<file path="src/rtl/pwm_pkg.sv">
// pwm_pkg: shared defaults and scheduler state type for the PWM rise/fall edge path.
package pwm_pkg;

  localparam int DEF_WIDTH  = 13;
  localparam int DEF_DEPTH  = 249;
  localparam int DEF_ADDR_W = $clog2(DEF_DEPTH);

  typedef enum logic [1:0] {
    IDLE,
    RUN,
    DRAIN,
    FIN
  } sched_state_t;

endpackage

</file>
<file path="src/rtl/pwm_edge_calc.sv">
// pwm_edge_calc: two-stage pipeline turning one channel's duty/phase/cycle into rise/fall edge times.
// Stage 1 clamps the duty to the period, wraps the phase once and splits the duty into two halves.
// Stage 2 places the halves either side of the phase and wraps each edge back into the period.
module pwm_edge_calc
  import pwm_pkg::*;
#(
  parameter int WIDTH  = DEF_WIDTH,
  parameter int ADDR_W = DEF_ADDR_W
) (
  input  logic              clk_i,
  input  logic              rst_ni,
  input  logic              valid_i,
  input  logic [ADDR_W-1:0] addr_i,
  input  logic [WIDTH-1:0]  duty_i,
  input  logic [WIDTH-1:0]  phase_i,
  input  logic [WIDTH-1:0]  cycle_i,
  output logic              valid_o,
  output logic [ADDR_W-1:0] addr_o,
  output logic [WIDTH-1:0]  rise_o,
  output logic [WIDTH-1:0]  fall_o
);

  logic [WIDTH-1:0]  d_d;
  logic [WIDTH-1:0]  p_d;
  logic [WIDTH-1:0]  hl_d;
  logic [WIDTH-1:0]  hh_d;

  logic              valid1_q;
  logic [ADDR_W-1:0] addr1_q;
  logic [WIDTH-1:0]  p1_q;
  logic [WIDTH-1:0]  hl1_q;
  logic [WIDTH-1:0]  hh1_q;
  logic [WIDTH-1:0]  cyc1_q;

  logic [WIDTH:0]    p_x;
  logic [WIDTH:0]    hl_x;
  logic [WIDTH:0]    hh_x;
  logic [WIDTH:0]    cyc_x;
  logic [WIDTH:0]    sum_x;
  logic [WIDTH-1:0]  rise_d;
  logic [WIDTH-1:0]  fall_d;

  logic              valid_q;
  logic [ADDR_W-1:0] addr_q;
  logic [WIDTH-1:0]  rise_q;
  logic [WIDTH-1:0]  fall_q;

  // Stage 1 math: clamp duty, single phase wrap, split duty with the odd LSB going to the high half.
  always_comb begin
    d_d  = (duty_i < cycle_i) ? duty_i : cycle_i;
    p_d  = (phase_i >= cycle_i) ? (phase_i - cycle_i) : phase_i;
    hl_d = d_d >> 1;
    hh_d = d_d - hl_d;
  end

  // Stage 1 register: hold the prepared operands of the channel currently returned by the RAM.
  always_ff @(posedge clk_i or negedge rst_ni) begin
    if (!rst_ni) begin
      valid1_q <= 1'b0;
      addr1_q  <= '0;
      p1_q     <= '0;
      hl1_q    <= '0;
      hh1_q    <= '0;
      cyc1_q   <= '0;
    end else begin
      valid1_q <= valid_i;
      if (valid_i) begin
        addr1_q <= addr_i;
        p1_q    <= p_d;
        hl1_q   <= hl_d;
        hh1_q   <= hh_d;
        cyc1_q  <= cycle_i;
      end
    end
  end

  // Stage 2 math: one extra bit of headroom so the sums and wrap tests never overflow.
  always_comb begin
    p_x   = {1'b0, p1_q};
    hl_x  = {1'b0, hl1_q};
    hh_x  = {1'b0, hh1_q};
    cyc_x = {1'b0, cyc1_q};
    sum_x = p_x + hh_x;
    if (cyc1_q == '0) begin
      rise_d = '0;
      fall_d = '0;
    end else begin
      rise_d = (p_x >= hl_x) ? WIDTH'(p_x - hl_x) : WIDTH'(p_x + cyc_x - hl_x);
      fall_d = (sum_x >= cyc_x) ? WIDTH'(sum_x - cyc_x) : WIDTH'(sum_x);
    end
  end

  // Stage 2 register: publish the edge write; edge values and address hold between writes.
  always_ff @(posedge clk_i or negedge rst_ni) begin
    if (!rst_ni) begin
      valid_q <= 1'b0;
      addr_q  <= '0;
      rise_q  <= '0;
      fall_q  <= '0;
    end else begin
      valid_q <= valid1_q;
      if (valid1_q) begin
        addr_q <= addr1_q;
        rise_q <= rise_d;
        fall_q <= fall_d;
      end
    end
  end

  assign valid_o = valid_q;
  assign addr_o  = addr_q;
  assign rise_o  = rise_q;
  assign fall_o  = fall_q;

endmodule

</file>
<file path="src/rtl/pwm_rise_fall_scheduler.sv">
// pwm_rise_fall_scheduler: on start, reads every channel's drive settings once (one per cycle)
// and streams the computed rise/fall edges, in channel order, into the edge register bank.
module pwm_rise_fall_scheduler
  import pwm_pkg::*;
#(
  parameter  int WIDTH  = DEF_WIDTH,
  parameter  int DEPTH  = DEF_DEPTH,
  localparam int ADDR_W = $clog2(DEPTH)
) (
  input  logic              clk_i,
  input  logic              rst_ni,
  input  logic              start_i,
  output logic              rd_en_o,
  output logic [ADDR_W-1:0] rd_addr_o,
  input  logic [WIDTH-1:0]  duty_i,
  input  logic [WIDTH-1:0]  phase_i,
  input  logic [WIDTH-1:0]  cycle_i,
  output logic              wr_en_o,
  output logic [ADDR_W-1:0] wr_addr_o,
  output logic [WIDTH-1:0]  rise_o,
  output logic [WIDTH-1:0]  fall_o,
  output logic              busy_o,
  output logic              done_o
);

  localparam logic [ADDR_W-1:0] LAST_ADDR = ADDR_W'(DEPTH - 1);

  sched_state_t      state_q;
  logic              rd_en_q;
  logic [ADDR_W-1:0] rd_addr_q;
  logic              busy_q;
  logic              done_q;

  logic              rd_vld_q;
  logic [ADDR_W-1:0] rd_vld_addr_q;

  // Pass sequencer: issue reads back to back, wait for the last edge write, then pulse done.
  always_ff @(posedge clk_i or negedge rst_ni) begin
    if (!rst_ni) begin
      state_q   <= IDLE;
      rd_en_q   <= 1'b0;
      rd_addr_q <= '0;
      busy_q    <= 1'b0;
      done_q    <= 1'b0;
    end else begin
      done_q <= 1'b0;
      case (state_q)
        IDLE: begin
          if (start_i) begin
            state_q   <= RUN;
            rd_en_q   <= 1'b1;
            rd_addr_q <= '0;
            busy_q    <= 1'b1;
          end
        end
        RUN: begin
          if (rd_addr_q == LAST_ADDR) begin
            state_q <= DRAIN;
            rd_en_q <= 1'b0;
          end else begin
            rd_addr_q <= rd_addr_q + ADDR_W'(1);
          end
        end
        DRAIN: begin
          if (wr_en_o && (wr_addr_o == LAST_ADDR)) begin
            state_q <= FIN;
            busy_q  <= 1'b0;
            done_q  <= 1'b1;
          end
        end
        FIN: begin
          state_q <= IDLE;
        end
        default: begin
          state_q <= IDLE;
        end
      endcase
    end
  end

  // Delay the read strobe and address by the RAM latency so they line up with the returned data.
  always_ff @(posedge clk_i or negedge rst_ni) begin
    if (!rst_ni) begin
      rd_vld_q      <= 1'b0;
      rd_vld_addr_q <= '0;
    end else begin
      rd_vld_q      <= rd_en_q;
      rd_vld_addr_q <= rd_addr_q;
    end
  end

  pwm_edge_calc #(
    .WIDTH  (WIDTH),
    .ADDR_W (ADDR_W)
  ) u_edge_calc (
    .clk_i   (clk_i),
    .rst_ni  (rst_ni),
    .valid_i (rd_vld_q),
    .addr_i  (rd_vld_addr_q),
    .duty_i  (duty_i),
    .phase_i (phase_i),
    .cycle_i (cycle_i),
    .valid_o (wr_en_o),
    .addr_o  (wr_addr_o),
    .rise_o  (rise_o),
    .fall_o  (fall_o)
  );

  assign rd_en_o   = rd_en_q;
  assign rd_addr_o = rd_addr_q;
  assign busy_o    = busy_q;
  assign done_o    = done_q;

endmodule
</file>
<file path="config.mk">
export PLATFORM = sky130hd
export DESIGN_NAME = pwm_rise_fall_scheduler
export DESIGN_NICKNAME = d
export VERILOG_FILES = /design/src/rtl/pwm_pkg.sv /design/src/rtl/pwm_edge_calc.sv /design/src/rtl/pwm_rise_fall_scheduler.sv
export SDC_FILE = /design/constraint.sdc
export NUM_CORES = 1
export LEC_CHECK = 0
export CAP_MARGIN = 20
export CORE_MARGIN = 2
export CORE_UTILIZATION = 25
export CTS_BUF_LIST = sky130_fd_sc_hd__clkbuf_4
export DETAILED_ROUTE_END_ITERATION = 10
export GPL_ROUTABILITY_DRIVEN = 0
export SLEW_MARGIN = 20
export SYNTH_ARGS = -nofsm -noshare
export SYNTH_HDL_FRONTEND = slang
export SYNTH_SLANG_ARGS = --single-unit
</file>
<file path="constraint.sdc">
create_clock -name clk_i -period 9.67 [get_ports clk_i]
set_clock_uncertainty 0.2 [all_clocks]
set_input_delay 2.4175 -clock clk_i [delete_from_list [all_inputs] [get_ports clk_i]]
set_output_delay 2.4175 -clock clk_i [all_outputs]
set_load 0.005 [all_outputs]
</file>
# --- Yosys cells after proc, flatten, opt, wreduce, memory -nomap -nowiden ---
# Index checks and enable logic that the tools add are counted.
totals:
  register_bits: 117
  latchBits: 0
  ramBits: 0
  mem_bits_ro: 0
  input_bits: 42
  word_cells: 67
  mem_count: 0
classes:
  add_sub_neg: 8
  multipliers: 0
  n_div: 0
  order_cmp: 4
  n_eq_ne: 9
  shift: 0
  muxes: 20
  n_bitwise: 0
  reduce_logical: 9
op_table:
  columns: ["cell", "n"]
  rows:
  - ["$mux W13", 6]
  - ["$sub A13 B12 Y13", 3]
  - ["$sub A13 B13 Y13", 2]
  - ["$eq A8 B8 Y1 const B", 2]
  - ["$mux W8", 2]
  - ["$pmux W8 S2", 1]
  - ["$add A13 B13 Y14", 1]
  - ["$ge A14 B13 Y1", 1]
  - ["$add A13 B13 Y13", 1]
  - ["$ge A13 B12 Y1", 1]
  - ["$ge A13 B13 Y1", 1]
  - ["$logic_not A13 Y1", 1]
  - ["$lt A13 B13 Y1", 1]
  - ["$reduce_and A3 Y1", 4]
  - ["$add A8 B1 Y8 const B", 1]
  - ["$ne A2 B2 Y1 const B", 4]
  - ["$pmux W2 S4", 1]
  - ["$mux W2", 3]
  - ["$mux W1", 5]
  - ["$eq A2 B2 Y1 const B", 2]
  - ["$pmux W1 S2", 2]
  - ["$reduce_bool A2 Y1", 2]
  - ["$eq A2 B1 Y1 const B", 1]
  - ["$logic_not A2 Y1", 1]
  - ["$logic_and A1 B1 Y1", 1]

# --- Depth between registers and ports, before layout ---
# Gate-level depths: netlist of the first run.
depth:
  word_depth: 4
  mapped_depth: 23

# --- By module ---
# A second synthesis of the first run with hierarchy kept.
hier_totals:
  hier_cells: 977
  hier_area_um2: 9006.1
modules_own_cells:
  columns: ["mod", "instances", "cells_per_inst", "area_per_inst_um2", "seq_area_each_um2"]
  rows:
  - ["pwm_edge_calc", 1, 885, 7990.2, 2377.3]
  - ["pwm_rise_fall_scheduler", 1, 92, 1016.0, 550.5]

# --- Worst setup path after synthesis of the first run ---
# No wires, ideal clock.
synth_path:
  path_type: "input -> register"
  from: "input cycle_i[2]"
  to: "register u_edge_calc.hh1_q[10]"
  setup_ns: 0.125
  arrival_ns: 6.616
  t_required_ns: 9.345
  path_slack_ns: 2.729
  cell_stages: 23
  path_buffers: 4
  cell_sequence: "clkbuf_1 -> inv_1 -> ha_1 -> a211oi_2 -> o21ai_1 -> a211oi_2 -> o21a_2 -> clkbuf_1 -> clkbuf_1 -> mux2i_1 -> ha_1 -> inv_1 -> ha_1 -> clkbuf_1 -> o21ba_2 -> o22ai_1 -> a21oi_1 -> o311ai_0 -> nand3_1 -> a311o_1 -> a21oi_1 -> xnor2_1 -> mux2_2"
synth_via:
  elab_chain_len: 3
synth_lines:
  columns: ["element", "line", "source"]
  rows:
  - ["start, declared", "pwm_rise_fall_scheduler.sv:17", "input logic [WIDTH-1:0] cycle_i,"]
  - ["$lt A13 B13 Y1", "pwm_edge_calc.sv:50", "d_d = (duty_i < cycle_i) ? duty_i : cycle_i;"]
  - ["$mux W13 (*)", "pwm_edge_calc.sv:50", null]
  - ["$sub A13 B12 Y13 (*)", "pwm_edge_calc.sv:53", "hh_d = d_d - hl_d;"]
  - ["end signal, assigned", "pwm_edge_calc.sv:71", "hh1_q <= hh_d;"]
  - ["end, declared", "pwm_edge_calc.sv:32", "logic [WIDTH-1:0] hh1_q;"]
# Every way passes the cells marked *; elsewhere a longest branch is shown, timed or not.
# A chain may end at the register's enable or synchronous reset.

# --- Worst setup path in the final report of the first run ---
layout_path:
  from: "input cycle_i[2]"
  to: "register u_edge_calc.hh1_q[12]"
# Same word-level chain as after synthesis.

==> flow_metrics.tcl, run 1 <==
set metrics [dict create \
    syn_inst 975 \
    cp_top_family "compound AO/OA/AOI/OAI gates" \
    post_cts_buffers 0 \
    drive_above_1_share_pct 7.764 \
    synth_ff_type "dfrtp_1" \
    min_period_ns 6.968 \
    hp-class "reg2reg" \
    tns_ns 0 \
    synth_nets 1125 \
    use_met2_pct 22.00 \
    outcome "finished, final reports clean" \
    fill_cells 3647 \
    multiInputGateArea_um2 5439 \
    cts.sinks 117 \
    initial_core_util_pct 25.53 \
    use_met1_pct 19.26 \
    avgSynthCellArea_um2 9.091 \
    postCtsHoldBufs 0 \
    r2r_start "u_edge_calc.p1_q[1]" \
    finalHoldViolCount 0 \
    setup_violations 0 \
    seq_area_um2 2932 \
    ys_async_sr_fraction_pct 100.0 \
    clk_latency_ns 0.56 \
    synth-edff-count 0 \
    clock-root-buffer "clkbuf_4" \
    cts_buffer_depth 2 \
    rsz0062_at_grt "no" \
    cp.buffers_inverters 3 \
    drt-total-wl_mm 24.95 \
    cp.arrival_ns 7.25 \
    die_area_um2 36980 \
    rows 68 \
    ir_worst_vdd_mv 0.1189 \
    io_pins 88 \
    die_h_um 192.3 \
    slowest_delay_ns 0.63 \
    period_share_pct 72.06 \
    grt_pass1_vias 7202 \
    yosys_warnings 0 \
    worstSetupStartpointType "primary input" \
    portBuffers 87 \
    synth.distinct_cells 62 \
    cp_slowest_cell "clkdlybuf4s50_1" \
    routedWlPerCell_um 16.36 \
    met3_usage_pct 2.691 \
    dr_total_vias 7282 \
    ant_nets 0 \
    crit_required_ns 9.95 \
    crit_chain "clkdlybuf4s50_1, inv_1, ha_1, a211oi_2, o21ai_1, a211oi_2, o21a_2, mux2i_1, ha_1, inv_1, ha_1, o21ba_2, o22ai_1, a21oi_1, o311ai_0, nand3_1, a311o_1, o31ai_1, a21oi_1, o31ai_1" \
    drc 0 \
    cts_tree "built" \
    worst_slew_pin_slew_ns 1.015 \
    track_usage_pct 13.97 \
    yosys_register_bits 117 \
    ys_seq_area_share_pct 33.03 \
    clk_pin_slew_worst_paths_ns 0.13 \
    total_leakage_power_nw 4.846 \
    core_area_um2 34710 \
    cts_made_buffers 17 \
    syn_area_um2 8864 \
    hp-start "rd_en_o" \
    die_x_um 192.3 \
    cp_max_fo 22 \
    crit_top_cell "ha_1" \
    fin_util_pct 30.28 \
    cap_violations 0 \
    busiest_layer "met2" \
    grt_pass1_wl_mm 39.81 \
    antenna_found_initial 1 \
    htree_levels 4 \
    slew_violations 0 \
    overflow 0 \
    dp_hpwl_mm 20.08 \
    endpoint_kind "flip-flop" \
    cts-resized-gates 0 \
    path_class "in2reg" \
    p_per_area_nw_per_um2 285.6 \
    max_freq_mhz 143.5 \
    drt_iter0_drc 508 \
    crit_start "cycle_i[2]" \
    slew_headroom_pct 32.15 \
    area_delta_synth_final_pct 18.58 \
    grt_max_degree 90 \
    nets 1206 \
    dr.pass1.iters 4 \
    viasPerCell 4.775 \
]
==> registers in the layout, indices dropped and copies added, names as in the netlist, 2 cells and up <==
name	cells
u_edge_calc.hh1_q	13
state_q	2
u_edge_calc.fall_o	13
u_edge_calc.p1_q	13
rd_vld_addr_q	8
rd_addr_o	8
u_edge_calc.hl1_q	12
u_edge_calc.rise_o	13
u_edge_calc.addr_o	8
u_edge_calc.cyc1_q	13
u_edge_calc.addr1_q	8
==> power breakdown <==
group          total (mW)  switching, mW  internal [mW]
logic                1.91           1.00          0.905
registers           0.730          0.105          0.626
clock network       0.362          0.228          0.134
==> cells in the final DEF (no fill, tap or decap), types with 4 or more instances in the layout <==
master	instances
nand4_1	13
or3_1	7
nand2_1	64
a22o_1	11
clkdlybuf4s50_1	86
nand2b_1	6
xnor2_1	34
fa_1	16
inv_1	105
clkinvlp_4	5
a21o_1	21
mux2_2	30
o221ai_1	10
nor2_1	60
nor3_1	17
o21ai_1	4
nand3_1	26
o22ai_1	4
inv_6	5
clkbuf_4	17
o21ai_0	57
xor2_1	25
o2bb2ai_1	16
and3_1	5
o31ai_1	5
a31o_2	4
o211ai_1	6
dfrtp_1	116
o21a_1	12
nor4_1	4
nor2b_1	18
a21oi_1	84
mux2i_1	21
ha_1	92
==> synth_stat cells, types with 3 or more instances <==
library cell  count  area, um^2
a211oi_1          3       22.52
a21o_1           21       157.7
a21oi_1          84       420.4
a221o_1           3       30.03
a22o_1           11       96.34
a31o_2            4       35.03
a31oi_1           5       31.28
a41oi_1           3       26.28
and3_1            5       31.28
clkbuf_1         25       93.84
dfrtp_1         117        2928
fa_1             16       320.3
ha_1             92        1151
inv_1           105       394.1
mux2_2           30       337.8
mux2i_1          21       210.2
nand2_1          64       240.2
nand2b_1          6       37.54
nand3_1          26       130.1
nand3b_1          3       22.52
nand4_1          13       81.33
nor2_1           60       225.2
nor2b_1          18       112.6
nor3_1           17       85.08
nor4_1            4       25.02
o211ai_1          6       45.04
o21a_1           12       90.09
o21ai_0          57       285.3
o21ai_1           4       20.02
o221ai_1         10       87.58
o22ai_1           4       25.02
o2bb2ai_1        16       140.1
o31ai_1           5       37.54
or2_2             3       18.77
or3_1             7       43.79
xnor2_1          34       297.8
xor2_1           25       219.0
==> cells by family after synthesis <==
kind of cell	count (synthesis)	share of synthesized area, %
simple gates	233	12.45
buf+inv	134	5.745
compound gates	273	20.16
mux	51	6.183
flops	117	33.03
fa+ha+maj	108	16.60
xor+xnor	59	5.830
==> worst register-to-register path, cell delays in order, from the launching register on <==
cell	delay [ns]
dfrtp_1	0.53
inv_1	0.15
fa_1	0.45
nor2b_1	0.19
o31a_1	0.20
nor2_1	0.06
o21ai_0	0.32
a41oi_1	0.20
nor2b_1	0.18
xnor2_1	0.22
ha_1	0.34
nand4_1	0.13
nor4_1	0.08
a2111o_1	0.37
a31o_2	0.24
nor2_2	0.62
mux2i_1	0.48
a22o_1	0.18
==> cell type report <==
class | count | area share (%)
antenna | 1 | 0.02381
clock buffer | 17 | 1.214
clock inverter | 15 | 1.405
inverter | 106 | 3.786
multi-input combinational | 724 | 51.75
sequential | 117 | 27.89
tap | 455 | 5.417
timing repair buffer | 90 | 8.512
==> metal layers <==
layer,wire length (um),share of wire (%),up-vias
met4,478,1.9,0
met2,11310,45,136
met3,967,3.9,22
met5,0,0,-
li1,-,-,3639
met1,12200,49,3485
==> metrics by stage <==
step,power (mW),hold slack [ns],setup WS (ns),cell area [um^2],cells
2_1_floorplan,2.108,0.1519,2.729,8864,975
3_3_place_gp,2.618,0.2358,2.325,10230,1492
3_5_place_dp,2.646,0.2460,2.172,10230,1492
4_1_cts,3.023,0.2743,2.787,10500,1524
5_1_grt,3.288,0.2820,2.433,10510,1525
6_report,3.001,0.2653,2.702,10510,1525
==> worst paths after layout <==
kind                                               end  slack (ns)  cells after the start
worst max-delay path             u_edge_calc.hh1_q[12]        2.70                     20
worst min register to register                rd_vld_q        0.27                      0
worst max register to register   u_edge_calc.fall_o[1]        4.49                     17
max in group asynchronous          u_edge_calc.p1_q[3]        6.55                      2
worst min-delay path                          rd_vld_q        0.27                      0
min in group asynchronous       u_edge_calc.addr1_q[7]        1.61                      1
No activity file was read; power rests on OpenSTA's default activity.
==> run 2: changes to the inputs <==
==> constraint.sdc (replaced) <==
create_clock -name clk_i -period 6.16 [get_ports clk_i]
set_clock_uncertainty 0.2 [all_clocks]
set_input_delay 1.54 -clock clk_i [delete_from_list [all_inputs] [get_ports clk_i]]
set_output_delay 1.54 -clock clk_i [all_outputs]
set_load 0.005 [all_outputs]
==> flow_metrics.tcl, run 2 (synthesized netlist as in run 1, its figures left out) <==
set metrics [dict create \
    outcome "finished, final reports clean" \
    fin_util_pct 30.62 \
    cp_slowest_cell "clkdlybuf4s50_1" \
    die_x_um 192.3 \
    clk_latency_ns 0.56 \
    r2r_slack_ns 1.10 \
    area_delta_synth_final_pct 19.92 \
    final_area_um2 10630 \
    endpoint_kind "flip-flop" \
    hp-class "reg2reg" \
    slowest_delay_ns 0.52 \
    setup_violations 0 \
    clk_pin_slew_worst_paths_ns 0.14 \
    cp_max_fo 7 \
    cap_violations 0 \
    cts-resized-gates 0 \
    ant_nets 0 \
    cts_buffer_depth 2 \
    crit_chain "clkdlybuf4s50_1, inv_1, ha_1, a21oi_1, a21oi_1, a211oi_2, o21a_2, mux2i_1, ha_1, inv_1, ha_1, o21ba_2, o22ai_1, a21oi_1, o311ai_0, nand3_1, a311o_1, o31ai_1, a21oi_1, o31ai_1" \
    rr_worst_depth 18 \
    period_share_pct 90.59 \
    slew_violations 0 \
    worstSetupStartpointType "primary input" \
    power.total_mw 4.790 \
    clock-root-buffer "clkbuf_4" \
    layout_common_cells "dfrtp_1 (116), inv_1 (105), ha_1 (92), clkdlybuf4s50_1 (86), a21oi_1 (84)" \
    die_area_um2 36980 \
    crit_start "cycle_i[6]" \
    endpoint "u_edge_calc.hh1_q[12]" \
    cts_tree "built" \
    dr.pass1.iters 5 \
    routedWlPerCell_um 16.56 \
    overflow 0 \
    portBuffers 87 \
    path_depth 20 \
    hold_depth 0 \
    grt_pass1_wl_mm 40.57 \
    drt-total-wl_mm 25.47 \
    slew_headroom_pct 32.30 \
    crit_top_cell "a21oi_1" \
    min_period_ns 5.581 \
    cp.arrival_ns 5.87 \
    htree_levels 4 \
    crit_required_ns 6.45 \
    worst_slew_pin_slew_ns 1.012 \
    initial_core_util_pct 25.53 \
    nets 1219 \
    post_cts_buffers 0 \
    placed_area_um2 10330 \
    drive_above_1_share_pct 8.872 \
    r2r-end "u_edge_calc.fall_o[1]" \
    ir_worst_vdd_mv 0.1912 \
    drc 0 \
    rsz0062_at_grt "no" \
    rows 68 \
    die_h_um 192.3 \
    tns_ns 0 \
    finalHoldViolCount 0 \
    layout_setup_ws_ns 0.5794 \
    p_per_area_nw_per_um2 450.7 \
    cp_top_family "compound AO/OA/AOI/OAI gates" \
    dp_slack_ns 0.04776 \
    postCtsHoldBufs 0 \
    grt_max_degree 83 \
    drt_iter0_drc 502 \
    dr_total_vias 7487 \
    grt_pass1_vias 7240 \
    dp_hpwl_mm 20.37 \
    path_class "in2reg" \
    cp.buffers_inverters 3 \
    cts.sinks 117 \
    viasPerCell 4.868 \
    antenna_found_initial 2 \
    total_leakage_power_nw 4.931 \
    io_pins 88 \
    core_area_um2 34710 \
    final_common_cell "dfrtp_1" \
    cts_made_buffers 17 \
    max_freq_mhz 179.2 \
    r2r_start "u_edge_calc.hh1_q[0]" \
    track_usage_pct 14.34 \
]
## run 2: where the power goes
part           total, mW  internal (mW)  switching [mW]
registers           1.15          0.982           0.170
clock network      0.617          0.252           0.366
logic               3.02           1.44            1.58
## run 2: layer usage
layer | routed length, um | global-route usage (%) | vias up
met5 | 12 | 0 | -
met4 | 637 | 4.932 | 2
met3 | 1205 | 2.855 | 30
met2 | 11260 | 21.54 | 174
met1 | 12350 | 20.40 | 3616
li1 | - | - | 3665
## run 2: worst min-delay path by stage
stage,from,to,slack [ns]
2_1_floorplan,rd_vld_q,u_edge_calc.valid1_q,0.15
3_3_place_gp,rd_addr_o[7],rd_vld_addr_q[7],0.24
6_report,rd_en_o,rd_vld_q,0.27
5_1_grt,rd_addr_o[6],rd_vld_addr_q[6],0.31
4_1_cts,rd_en_o,rd_vld_q,0.29
3_5_place_dp,rd_en_o,rd_vld_q,0.24
## run 2: through the flow
step | instances | hold slack (ns)
global route | 1538 | 0.3068
finish | 1538 | 0.2747
detailed placement | 1505 | 0.2422
CTS | 1537 | 0.2908
floorplan | 975 | 0.1519
global placement | 1505 | 0.2396
## run 2: cell type report
cell class | count | area [um^2]
Sequential cell | 117 | 2932
Timing Repair Buffer | 103 | 992.2
Antenna cell | 1 | 2.502
Clock inverter | 15 | 168.9
Clock buffer | 17 | 127.6
Inverter | 106 | 397.9
Multi-Input combinational cell | 724 | 5439
Tap cell | 455 | 569.3
Fill cell | 3640 | 24080
